===== src/rtl/dmem_arbiter.sv =====
// Round-robin arbiter sharing one synchronous-read data memory between processor and host ports.
// Grant is same-cycle; each access takes 2 cycles (A: addr, B: write/rvalid); a losing request waits for the next arbitration cycle.
module dmem_arbiter #(
    parameter int ADDR_W = 8,
    parameter int DATA_W = 16
) (
    input  logic              Clk,
    input  logic              Reset,
    input  logic              cpu_req,
    input  logic              cpu_wr,
    input  logic [ADDR_W-1:0] cpu_addr,
    input  logic [DATA_W-1:0] cpu_wdata,
    output logic              cpu_gnt,
    output logic              cpu_rvalid,
    input  logic              host_req,
    input  logic              host_wr,
    input  logic [ADDR_W-1:0] host_addr,
    input  logic [DATA_W-1:0] host_wdata,
    output logic              host_gnt,
    output logic              host_rvalid,
    output logic [ADDR_W-1:0] mem_addr,
    output logic              mem_wr,
    output logic [DATA_W-1:0] mem_wdata,
    input  logic [DATA_W-1:0] mem_rdata,
    output logic [DATA_W-1:0] rdata,
    output logic              busy
);

    typedef enum logic [2:0] {
        S_IDLE   = 3'd0,
        S_CPU_A  = 3'd1,
        S_CPU_B  = 3'd2,
        S_HOST_A = 3'd3,
        S_HOST_B = 3'd4
    } state_t;

    state_t              r_state;
    logic                r_last_host;
    logic [ADDR_W-1:0]   r_addr;
    logic                r_wr;
    logic [DATA_W-1:0]   r_wdata;

    logic                w_arb;
    logic                w_cpu_gnt;
    logic                w_host_gnt;
    logic                w_b_state;

    assign w_arb = (r_state == S_IDLE) || (r_state == S_CPU_B) || (r_state == S_HOST_B);

    // On a tie the port not served last wins; Reset suppresses any grant.
    assign w_cpu_gnt  = w_arb && !Reset && cpu_req  && (!host_req || r_last_host);
    assign w_host_gnt = w_arb && !Reset && host_req && (!cpu_req  || !r_last_host);

    always_ff @(posedge Clk) begin
        if (Reset) begin
            r_state     <= S_IDLE;
            r_last_host <= 1'b1;
            r_addr      <= '0;
            r_wr        <= 1'b0;
            r_wdata     <= '0;
        end else begin
            case (r_state)
                S_IDLE, S_CPU_B, S_HOST_B: begin
                    if (w_cpu_gnt) begin
                        r_state     <= S_CPU_A;
                        r_last_host <= 1'b0;
                        r_addr      <= cpu_addr;
                        r_wr        <= cpu_wr;
                        r_wdata     <= cpu_wdata;
                    end else if (w_host_gnt) begin
                        r_state     <= S_HOST_A;
                        r_last_host <= 1'b1;
                        r_addr      <= host_addr;
                        r_wr        <= host_wr;
                        r_wdata     <= host_wdata;
                    end else begin
                        r_state     <= S_IDLE;
                    end
                end
                S_CPU_A:  r_state <= S_CPU_B;
                S_HOST_A: r_state <= S_HOST_B;
                default:  r_state <= S_IDLE;
            endcase
        end
    end

    // Memory-side outputs follow state only, so a B cycle under Reset still completes.
    assign w_b_state   = (r_state == S_CPU_B) || (r_state == S_HOST_B);
    assign busy        = (r_state != S_IDLE);
    assign mem_addr    = busy ? r_addr  : '0;
    assign mem_wdata   = busy ? r_wdata : '0;
    assign mem_wr      = w_b_state && r_wr;
    assign cpu_rvalid  = (r_state == S_CPU_B)  && !r_wr;
    assign host_rvalid = (r_state == S_HOST_B) && !r_wr;
    assign cpu_gnt     = w_cpu_gnt;
    assign host_gnt    = w_host_gnt;
    assign rdata       = mem_rdata;

endmodule


===== config.mk =====
export PLATFORM = sky130hd
export DESIGN_NAME = dmem_arbiter
export DESIGN_NICKNAME = d
export VERILOG_FILES = /design/src/rtl/dmem_arbiter.sv
export SDC_FILE = /design/constraint.sdc
export NUM_CORES = 1
export LEC_CHECK = 0
export ABC_AREA = 1
export BUFFER_PORTS_ARGS = -buffer_cell sky130_fd_sc_hd__buf_2
export CAP_MARGIN = 5
export CORE_ASPECT_RATIO = 0.8
export CORE_MARGIN = 4
export CORE_UTILIZATION = 43
export CTS_CLUSTER_SIZE = 16
export DETAILED_ROUTE_END_ITERATION = 7
export GPL_TIMING_DRIVEN = 0
export PLACE_DENSITY_LB_ADDON = 0.05
export SKIP_LAST_GASP = 1
export SLEW_MARGIN = 20
export SYNTH_ARGS = -nofsm -noshare
export SYNTH_HDL_FRONTEND = slang
export SYNTH_SLANG_ARGS = --single-unit

===== constraint.sdc =====
create_clock -name Clk -period 1.9 [get_ports Clk]
set_input_delay 0.19 -clock Clk [delete_from_list [all_inputs] [get_ports Clk]]
set_output_delay 0.19 -clock Clk [all_outputs]
set_load 0.01 [all_outputs]

==> metrics.md <==
| Metric | Value |
|---|---|
| Status | finished clean |
| Fin Clk Skew | 0.00966 ns |
| CP required | 1.71 ns |
| DR top layer | met4 |
| Vias per cell | 4.68 |
| First-pass GRT wire length | 9000 um |
| R2R depth | 7 |
| 1st-iter DRT viols | 102 |
| Most frequent cell after synthesis | nand2_1 |
| PwrDens | 718 nW/um^2 |
| CP max stage delay | 0.36 ns |
| Antenna violations before repair | 0 |
| Global route overflow | 0 |
| Root buffer cell | clkbuf_8 |
| Seq/Total Area, Yosys | 0.303 |
| Gpl congestion | 0.824 |
| HP Class | input port to flop |
| Top cells by area, synth | dfxtp_1 (30%), nand2_1 (16%), nor2_1 (15%), nand4_1 (8.2%), nand3_1 (6.8%) |
| Slew @ Worst Pin | about 0.51 ns |
| Clock transition at path regs | 0.07 ns |
| Fmax | 575 MHz |
| Clock buffer depth | 2 |
| Yosys warns | 0 |
| Core ar. | 4230 sq um |
| DR WL met3 | 523 um |
| Fin crit share | 0.915 |
| Largest net degree at the start of global routing | 11 |
| CTS Sinks | 29 |
| Hold_buf cts | 0 |
| Max Cap Violations | 0 |
| Cells after synthesis | 318 |
| H-tree Lvls | 2 |
| Crit. Startpoint | r_state[1]$_SDFF_PP0_ |
| Synth area leader | dfxtp_1 |
| Core Rows | 21 |
| ANT cells | 0 |
| Die X | ~83 um |
| Top-area cell type share of the netlist area | 0.303 |
| Post-DRT Antenna Nets | 0 |
| Final Hold Vio Count | 0 |
| Total negative slack | 0 ns |
| Post-Syn Nets | 388 |
| Die H | 67.7 um |
| Mapped Area | 1910 sq um |
| Max_slew headroom | 0.659 |
| Main synth FF type | dfxtp_1 |
| Vias | 2270 |
| DRT met1 WL | 2570 um |
| Post-synth cell types | 19 |
| Area Overhead vs Synth | 37.3% |
| CP endpoint kind | output port |
| EDFF count, synth | 0 |
| Vias in the first global route | 1955 |
| Reg-to-Reg End | r_addr[4]$_SDFFE_PP0P_ |
| Starting density of the core | 0.452 |
| WL final | 5610 um |
| # DRC | 0 |
| Tot GR Track Use | 0.210 |
| Wire length on met2 | about 2500 um |
| Max Slew Vio Count | 0 |
| Post-route setup slack | about 0.16 ns |
| CP most frequent cell | buf_2 |
| RR Startpoint | r_state[1]$_SDFF_PP0_ |
| IO Pins | ~120 |
| Critical path peak fanout | 10 |
| Min Tclk post-route | 1.74 ns |
| Syn avg cell area | about 6.0 sq um |
| Final setup viols | 0 |
| RSZ-0062 raised after global routing | false |
| Clk_lat worst skew | 0.29 ns |
| Total CTS buffers | 5 |
| CP arrival | 1.55 ns |
| Kind of critical path | flop to output port |
| Pre-antenna DRT Iters | 5 |
| Layout cells sized above 1 | 0.348 |
| Worst reg-to-reg setup slack | about 0.45 ns |
| Dpl ws | 0.211 ns |
| Startpoint Class | flop |
| CTS tree | done |
| NumNets Final | 497 |
| Seq cells post-synth | 29 |
| Critical path capture point | cpu_gnt |
| Synth async-reset ratio | 0 |
| Post-DP HPWL | between 4000 and 5000 um |
| Slowest-stage cell, CP | dfxtp_1 |
| Commonest cells in the netlist | nand2_1 (79), nor2_1 (77), inv_1 (33), dfxtp_1 (29), nand3_1 (26) |
| Die area | between 5000 and 6000 sq um |
| Critical path cell sequence | a21oi_4 -> nand3_2 -> buf_2 -> inv_1 -> buf_2 |
| WL/cell | 11.6 um |
| I/O Buffers | 99 |
| Worst vdd rail ir drop | approximately 0.46 mV |
| Leakage power | 0.00152 uW |
| FILL cells | 432 |
cell usage in the layout, fill, tap and decap left out:
master     count
o211ai_1       1
a21boi_2       1
dfxtp_1       29
nor3_1         2
nand3_2        1
inv_2          3
a21oi_4        2
clkbuf_8       6
nand3_4        1
buf_2        112
inv_1         32
nand4_1       25
bufinv_16      1
o21bai_4       1
buf_4         19
nor2_1        77
clkbuf_4       2
nand3_1       26
clkbuf_1       6
nand2_1       79
a21oi_1        2
how the worst min path moves through the flow:
stage                     cells past startpoint               endpoint  startpoint
after floorplan                               1  r_state[1]$_SDFF_PP0_       Reset
after global placement                        2  r_state[1]$_SDFF_PP0_       Reset
after detailed placement                      2  r_state[1]$_SDFF_PP0_       Reset
after CTS                                     2  r_state[1]$_SDFF_PP0_       Reset
after global routing                          2  r_state[1]$_SDFF_PP0_       Reset
final                                         2  r_state[1]$_SDFF_PP0_       Reset
kinds of logic after synthesis:
kind of cell | after synthesis | synth area share
AO/OA/AOI/OAI | 7 | 0.0419
buffers and inverters | 71 | 0.179
flip-flops | 29 | 0.303
AND/OR/NAND/NOR | 211 | 0.475
sequential cells by signal (all words and copies together), names as in the netlist:
register / cells
r_wdata: 16
r_addr: 8
r_state: 3
r_last_host: 1
r_wr: 1
per-layer routing:
metal | vias up | track usage
met5 | - | 0
met4 | 0 | 0.0490
met3 | 8 | 0.0467
met2 | 86 | 0.321
met1 | 985 | 0.299
li1 | 1191 | -
cell type report:
cell class                      instances  area, sq um  area share
Clock inverter                          1         30.0      0.0114
Tap cell                               57         71.3      0.0272
Clock buffer                            7         86.3      0.0329
Timing Repair Buffer                  102          518       0.197
Inverter                               35          131      0.0500
Multi-Input combinational cell        218          990       0.377
Sequential cell                        29          581       0.221
Buffer                                 36          219      0.0834
critical path: cells and delay by family, from the launching register on:
kind            cells  cell delay, ns
buf+inv             3            0.46
flops               1            0.36
compound gates      1            0.28
simple gates        1            0.16
report_power, final:
| part | leakage, uW | switching (uW) | internal, uW |
|---|---|---|---|
| Sequential | 0.000239 | 19.9 | 665 |
| Clock | 0.0000585 | 242 | 427 |
| Combinational | 0.00122 | 306 | 226 |
stage by stage:
| step | hold slack [ns] | instance area [sq um] | utilization | power [uW] | cells |
|---|---|---|---|---|---|
| finish | 0.100 | 2630 | 0.621 | 1890 | 485 |
| global route | 0.110 | 2630 | 0.621 | 2000 | 485 |
| CTS | 0.105 | 2600 | 0.614 | 1880 | 482 |
| detailed placement | 0.397 | 2480 | 0.586 | 1220 | 474 |
| global placement | 0.398 | 2480 | 0.586 | 1210 | 474 |
| floorplan | 0.259 | 1910 | - | 1040 | 318 |
timing repair:
action / CTS / global route
setup endpoints to repair: 20 / 22
pin swaps: 0 / 2
cloned: 0 / 0
setup buffers: 0 / 3
resized for setup: 2 / 3
(Power assumes the default switching activity.)
